File: src/rtl/calc_cordic_pkg.sv
// Shared constants for the calc_cordic engine: opcodes, FSM/mode encodings,
// Q16.16 constants and the atan/atanh angle tables.
package calc_cordic_pkg;

    localparam logic [2:0] OP_SIN  = 3'd0;
    localparam logic [2:0] OP_COS  = 3'd1;
    localparam logic [2:0] OP_MULT = 3'd2;
    localparam logic [2:0] OP_DIV  = 3'd3;
    localparam logic [2:0] OP_SINH = 3'd4;
    localparam logic [2:0] OP_COSH = 3'd5;

    typedef enum logic [1:0] {
        ST_IDLE = 2'd0,
        ST_RUN  = 2'd1,
        ST_DONE = 2'd2
    } state_e;

    typedef enum logic [1:0] {
        MODE_CIRC = 2'd0,
        MODE_LIN  = 2'd1,
        MODE_HYP  = 2'd2,
        MODE_NONE = 2'd3
    } mode_e;

    localparam logic signed [31:0] CORDIC_K  = 32'sd39797;
    localparam logic signed [31:0] Q_PI      = 32'sd205887;
    localparam logic signed [31:0] Q_HALF_PI = 32'sd102944;

    function automatic mode_e op_mode(input logic [2:0] op);
        case (op)
            OP_SIN, OP_COS:   return MODE_CIRC;
            OP_MULT, OP_DIV:  return MODE_LIN;
            OP_SINH, OP_COSH: return MODE_HYP;
            default:          return MODE_NONE;
        endcase
    endfunction

    // Hyperbolic shift sequence 1,2,3,4,4,5..13,13,14.. indexed by step count.
    function automatic logic [4:0] hyp_index(input logic [5:0] step);
        if (step < 6'd4)
            return 5'(step + 6'd1);
        else if (step < 6'd14)
            return 5'(step);
        else
            return 5'(step - 6'd1);
    endfunction

    function automatic logic [31:0] atan_q16(input logic [4:0] i);
        case (i)
            5'd0:    return 32'd51472;
            5'd1:    return 32'd30386;
            5'd2:    return 32'd16055;
            5'd3:    return 32'd8150;
            5'd4:    return 32'd4091;
            5'd5:    return 32'd2047;
            5'd6:    return 32'd1024;
            5'd7:    return 32'd512;
            5'd8:    return 32'd256;
            5'd9:    return 32'd128;
            5'd10:   return 32'd64;
            5'd11:   return 32'd32;
            5'd12:   return 32'd16;
            5'd13:   return 32'd8;
            5'd14:   return 32'd4;
            5'd15:   return 32'd2;
            5'd16:   return 32'd1;
            default: return 32'd0;
        endcase
    endfunction

    // Entry 17 rounds up because atanh(x) is slightly above x.
    function automatic logic [31:0] atanh_q16(input logic [4:0] i);
        case (i)
            5'd1:    return 32'd35999;
            5'd2:    return 32'd16739;
            5'd3:    return 32'd8235;
            5'd4:    return 32'd4101;
            5'd5:    return 32'd2049;
            5'd6:    return 32'd1024;
            5'd7:    return 32'd512;
            5'd8:    return 32'd256;
            5'd9:    return 32'd128;
            5'd10:   return 32'd64;
            5'd11:   return 32'd32;
            5'd12:   return 32'd16;
            5'd13:   return 32'd8;
            5'd14:   return 32'd4;
            5'd15:   return 32'd2;
            5'd16:   return 32'd1;
            5'd17:   return 32'd1;
            default: return 32'd0;
        endcase
    endfunction

endpackage

File: src/rtl/calc_cordic_rom.sv
// Combinational angle lookup: atan, 2^-i or atanh in Q16.16 for the current
// micro-rotation index and CORDIC mode.
module calc_cordic_rom import calc_cordic_pkg::*; #(
    parameter int WIDTH = 32
) (
    input  logic [4:0]       idx_i,
    input  mode_e            mode_i,
    output logic [WIDTH-1:0] angle_o
);

    logic [31:0] raw;

    always_comb begin
        raw = '0;
        case (mode_i)
            MODE_CIRC: raw = atan_q16(idx_i);
            MODE_LIN:  raw = 32'h0001_0000 >> idx_i;
            MODE_HYP:  raw = atanh_q16(idx_i);
            default:   raw = '0;
        endcase
    end

    assign angle_o = WIDTH'(raw);

endmodule

File: src/rtl/calc_cordic.sv
// Iterative multi-function CORDIC (sin/cos/mult/div/sinh/cosh), Q16.16.
// Optional CALC_CORDIC_QUAD_EN adds a +/-pi pre-rotation for SIN/COS.
module calc_cordic import calc_cordic_pkg::*; #(
    parameter int WIDTH      = 32,
    parameter int ITERATIONS = 16
) (
    input  logic             clk,
    input  logic             rst,
    input  logic             enable,
    input  logic [2:0]       operation,
    input  logic [WIDTH-1:0] x_in,
    input  logic [WIDTH-1:0] y_in,
    input  logic [WIDTH-1:0] z_in,
    output logic [WIDTH-1:0] result,
    output logic             done,
    output logic [1:0]       dbg_state_o
);

    localparam logic signed [WIDTH-1:0] K_W = WIDTH'(CORDIC_K);
`ifdef CALC_CORDIC_QUAD_EN
    localparam logic signed [WIDTH-1:0] PI_W      = WIDTH'(Q_PI);
    localparam logic signed [WIDTH-1:0] HALF_PI_W = WIDTH'(Q_HALF_PI);
`endif

    state_e                  state_q, state_d;
    logic [2:0]              op_q, op_d;
    logic signed [WIDTH-1:0] x_q, x_d, y_q, y_d, z_q, z_d;
    logic [5:0]              step_q, step_d;
    logic                    neg_q, neg_d;
    logic [WIDTH-1:0]        result_q, result_d;
    logic                    done_q, done_d;

    mode_e                   mode;
    logic [4:0]              idx;
    logic [5:0]              last_step;
    logic [WIDTH-1:0]        angle_raw;
    logic signed [WIDTH-1:0] angle, x_sh, y_sh, x_step, y_step, z_step, res_raw;
    logic                    dir_pos;

    assign mode      = op_mode(op_q);
    assign idx       = (mode == MODE_HYP) ? hyp_index(step_q) : step_q[4:0];
    assign last_step = (mode == MODE_HYP)  ? 6'(ITERATIONS + 1) :
                       (mode == MODE_NONE) ? 6'd0 : 6'(ITERATIONS - 1);

    calc_cordic_rom #(.WIDTH(WIDTH)) u_rom (
        .idx_i   (idx),
        .mode_i  (mode),
        .angle_o (angle_raw)
    );

    assign angle = angle_raw;

    // One micro-rotation; dir_pos means d = +1.
    always_comb begin
        x_sh    = x_q >>> idx;
        y_sh    = y_q >>> idx;
        dir_pos = (op_q == OP_DIV) ? y_q[WIDTH-1] : ~z_q[WIDTH-1];
        case (mode)
            MODE_CIRC: x_step = dir_pos ? x_q - y_sh : x_q + y_sh;
            MODE_HYP:  x_step = dir_pos ? x_q + y_sh : x_q - y_sh;
            default:   x_step = x_q;
        endcase
        y_step = dir_pos ? y_q + x_sh : y_q - x_sh;
        z_step = dir_pos ? z_q - angle : z_q + angle;
        case (op_q)
            OP_SIN, OP_SINH, OP_MULT: res_raw = y_step;
            OP_COS, OP_COSH:          res_raw = x_step;
            OP_DIV:                   res_raw = z_step;
            default:                  res_raw = '0;
        endcase
        if (neg_q)
            res_raw = -res_raw;
    end

    always_comb begin
        state_d  = state_q;
        op_d     = op_q;
        x_d      = x_q;
        y_d      = y_q;
        z_d      = z_q;
        step_d   = step_q;
        neg_d    = neg_q;
        result_d = result_q;
        done_d   = done_q;
        case (state_q)
            ST_IDLE, ST_DONE: begin
                if (enable) begin
                    state_d = ST_RUN;
                    op_d    = operation;
                    step_d  = '0;
                    done_d  = 1'b0;
                    neg_d   = 1'b0;
                    x_d     = x_in;
                    y_d     = '0;
                    z_d     = z_in;
                    case (operation)
                        OP_SIN, OP_COS: begin
                            x_d = K_W;
`ifdef CALC_CORDIC_QUAD_EN
                            if ($signed(z_in) > HALF_PI_W) begin
                                z_d   = $signed(z_in) - PI_W;
                                neg_d = 1'b1;
                            end else if ($signed(z_in) < -HALF_PI_W) begin
                                z_d   = $signed(z_in) + PI_W;
                                neg_d = 1'b1;
                            end
`else
                            neg_d = 1'b0;
`endif
                        end
                        OP_DIV: begin
                            y_d = y_in;
                            z_d = '0;
                        end
                        OP_MULT, OP_SINH, OP_COSH: ;
                        default: begin
                            x_d = '0;
                            z_d = '0;
                        end
                    endcase
                end
            end
            ST_RUN: begin
                x_d    = x_step;
                y_d    = y_step;
                z_d    = z_step;
                step_d = step_q + 6'd1;
                if (step_q == last_step) begin
                    state_d  = ST_DONE;
                    result_d = res_raw;
                    done_d   = 1'b1;
                end
            end
            default: state_d = ST_IDLE;
        endcase
    end

    always_ff @(posedge clk or negedge rst) begin
        if (!rst) begin
            state_q  <= ST_IDLE;
            op_q     <= '0;
            x_q      <= '0;
            y_q      <= '0;
            z_q      <= '0;
            step_q   <= '0;
            neg_q    <= 1'b0;
            result_q <= '0;
            done_q   <= 1'b0;
        end else begin
            state_q  <= state_d;
            op_q     <= op_d;
            x_q      <= x_d;
            y_q      <= y_d;
            z_q      <= z_d;
            step_q   <= step_d;
            neg_q    <= neg_d;
            result_q <= result_d;
            done_q   <= done_d;
        end
    end

    assign result      = result_q;
    assign done        = done_q;
    assign dbg_state_o = state_q;

endmodule

File: config.mk
export PLATFORM = sky130hd
export DESIGN_NAME = calc_cordic
export DESIGN_NICKNAME = d
export VERILOG_FILES = /design/src/rtl/calc_cordic_pkg.sv /design/src/rtl/calc_cordic_rom.sv /design/src/rtl/calc_cordic.sv
export SDC_FILE = /design/constraint.sdc
export NUM_CORES = 1
export LEC_CHECK = 0
export BUFFER_PORTS_ARGS = -buffer_cell sky130_fd_sc_hd__clkbuf_2
export CAP_MARGIN = 20
export CELL_PAD_IN_SITES_DETAIL_PLACEMENT = 0
export CELL_PAD_IN_SITES_GLOBAL_PLACEMENT = 1
export CORE_ASPECT_RATIO = 1.25
export CORE_MARGIN = 3
export CORE_UTILIZATION = 45
export CTS_BUF_LIST = sky130_fd_sc_hd__clkbuf_4 sky130_fd_sc_hd__clkbuf_8
export DETAILED_ROUTE_END_ITERATION = 6
export PLACE_DENSITY_LB_ADDON = 0.25
export RECOVER_POWER = 50
export SYNTH_ARGS = -nofsm -noshare
export SYNTH_HDL_FRONTEND = slang
export SYNTH_SLANG_ARGS = --single-unit
File: constraint.sdc
create_clock -name clk -period 10 [get_ports clk]
set_clock_uncertainty 0.15 [all_clocks]
set_input_delay 1 -clock clk [delete_from_list [all_inputs] [get_ports clk]]
set_output_delay 1 -clock clk [all_outputs]
set_load 0.01 [all_outputs]
==> qor.txt <==
Initial antenna violation count - 4
Final Cell Area - 19900 sq um
Tmin final - 9.10 ns
Avg Inst Size Synth - 7.29 sq um
PortBufs - 136
Post-synthesis instance area - 18400 sq um
Hold path start - done$_DFFE_PN0P_
Max-cap viol count - 5
Clk_lat worst skew - 0.54 ns
Slowest-stage cell, CP - a222oi_1
Number of nets in the layout - 2793
Sequential share of the synthesized area - 19.0%
Pin count of the biggest net entering global routing - 72
R2R cell count - 28
Die Wd - 187 microns
WS Path Type - reg2reg
Deepest clock path buffer count - 2
Share of cells above drive strength 1 - 9.54%
Async S/R FF share, synth - 100%
Yosys warning total - 0
Yosys top cell area share - 19.0%
I/O Pins - 137
CP peak stage delay - 0.87 ns
Fin. Hold Viols - 0
Vias/cell - 6.60
Core box area - 40300 sq um
Synth unique cells - 92
Ys flop type - dfrtp_1
Status - finished with violations
RSZ-0062 raised after global routing - false
Pins Over Slew Limit - 280
DP Area - 19500 sq um
Non-Filler Instances - 3118
GR Util All Layers - 39.2%
Tcrit/Tclk final - 91.0%
Area leader, netlist - dfrtp_1
Crit path max fanout - 19
Row Count - 82
Hold depth - 2
Root buffer cell - clkbuf_8
CTS resizes - 0
Crit. End Element - register
Wire length per cell - 28.0 microns
Worst Setup SP - op_q[2]$_DFFE_PN0P_
Detailed-placement wirelength estimate - 68400 microns
Global route overflow - 0
Critical Path AT - 9.40 ns
Global-route wire length before repair - 128000 microns
Crit Reg-Reg Startpoint - op_q[2]$_DFFE_PN0P_
Top cells by area, synth - dfrtp_1, ha_1, a21oi_1
RePlAce Congestion - 1.07
Cell Count Post-Placement - 3082
Total number of H-tree levels - 4
Starting Density - 45.7%
CTS tree - done
Initial DRC count - 2175
Syn_nets - 2766
Rel. slew slack - -210%
Failing checks - capacitance limit, slew limit
RR Endpoint - result[25]$_DFFE_PN0P_
DP Worst Slack - 1.26 ns
Setup Fix Bufs, Post-CTS - 0
Hold endpoint - done$_DFFE_PN0P_
Setup WS post-layout - 0.904 ns
Post-route antenna net violation count - 0
Clock sink count - 140
Die Y - 232 microns
Endpoints failing setup - 0
DRT Pass-1 Iters - 7
Final wirelength - 87300 microns
Area Growth Syn to Fin - 7.75%
Fillers - 4155
Worst path required time - 10.30 ns
Commonest cells post-synth - a21oi_1, nand2_1, nor2_1
Worst R2R Setup Slack - 0.90 ns
CTS clk-pin slew, worst paths - 0.10 ns
Die ar. - 43400 sq um
Vias in the first global route - 19700
Count leader, synth - a21oi_1
CTS Buf Count - 17
Max Freq - 110 MHz
DR DRC count - 0
Worst hold path type - reg2reg
Cts-stage hold buffer count - 0
Setup TNS - 0 ns
Synth Instances - 2529
Actual slew at the worst max-slew pin - 4.66 ns
Via count - 20600
CP Launch Type - register
EDFF count, synth - 0
Register bit total from synthesis - 140
[worst max-delay path by stage]
stage | to | slack [ns] | depth (start not counted)
after floorplan | result[31]$_DFFE_PN0P_ | 2.44 | 31
after global placement | result[25]$_DFFE_PN0P_ | 1.45 | 28
after detailed placement | result[25]$_DFFE_PN0P_ | 1.26 | 28
after CTS | result[25]$_DFFE_PN0P_ | 1.23 | 28
after global routing | result[25]$_DFFE_PN0P_ | 0.45 | 28
final | result[25]$_DFFE_PN0P_ | 0.90 | 28
[cells in the final DEF, fill, tap and decap left out, types with 15 or more instances in the layout]
| cell type | count |
|---|---|
| a31oi_1 | 35 |
| and3_1 | 15 |
| clkbuf_1 | 36 |
| nand4_1 | 20 |
| xor2_1 | 43 |
| mux2i_1 | 121 |
| o31ai_1 | 20 |
| xnor2_1 | 94 |
| inv_1 | 95 |
| a211oi_1 | 42 |
| a21o_1 | 56 |
| o21bai_1 | 20 |
| clkbuf_2 | 104 |
| ha_1 | 131 |
| o22ai_1 | 25 |
| o211ai_1 | 18 |
| a221oi_1 | 17 |
| dfrtp_1 | 140 |
| o221ai_1 | 19 |
| buf_4 | 38 |
| a22oi_1 | 55 |
| nand2_1 | 260 |
| nor2b_1 | 24 |
| nor2_1 | 251 |
| nor3_1 | 45 |
| nand3_1 | 47 |
| a21oi_1 | 305 |
| o21a_1 | 16 |
| clkbuf_8 | 17 |
| nand2b_1 | 30 |
| o21ai_0 | 193 |
[cell families after synthesis]
group | count (synthesis) | share of synthesized area, %
compound gates | 925 | 31.8
buf+inv | 267 | 5.95
xor+xnor | 143 | 6.80
simple gates | 786 | 19.8
flops | 140 | 19.0
mux | 132 | 7.32
fa+ha+maj | 136 | 9.38
[critical path, delay by kind of cell (launching register included)]
kind	cells	cell delay [ns]
buf+inv	3	0.43
flops	1	0.84
compound gates	12	3.45
xor+xnor	1	0.17
fa+ha+maj	2	0.54
mux	1	0.55
simple gates	9	2.86
[sequential cells by signal, summed over array words and instances, names as in the netlist]
| register | count |
|---|---|
| op_q | 3 |
| x_q | 32 |
| dbg_state_o | 2 |
| y_q | 32 |
| z_q | 32 |
| done | 1 |
| step_q | 6 |
| result | 32 |
[layer usage]
metal | track usage, % | vias to the layer above | part of all wire, %
li1 | - | 9301 | -
met4 | 26.4 | 0 | 7.6
met3 | 5.99 | 253 | 8.5
met2 | 65.1 | 1132 | 46
met1 | 46.9 | 9899 | 38
met5 | 0 | - | 0
[final cells by class]
cell class,instances,area [sq um],share of cell area (%)
repair buffers,179,961,4.84
multi-input cells,2122,13900,70.1
clock buffers,17,234,1.18
clock inverters,15,181,0.914
flip-flops and latches,140,3500,17.6
diodes,3,7.51,0.0378
well taps,546,683,3.44
inverters,96,360,1.81
[stage by stage]
step	hold WS, ns	utilization, %
floorplan	0.323	-
global placement	0.310	48.3
detailed placement	0.316	48.3
CTS	0.339	49.4
global route	0.370	49.2
finish	0.337	49.2
Power is not shown: default switching activity piles up to over one toggle a cycle in this logic, so the estimate is an artifact.
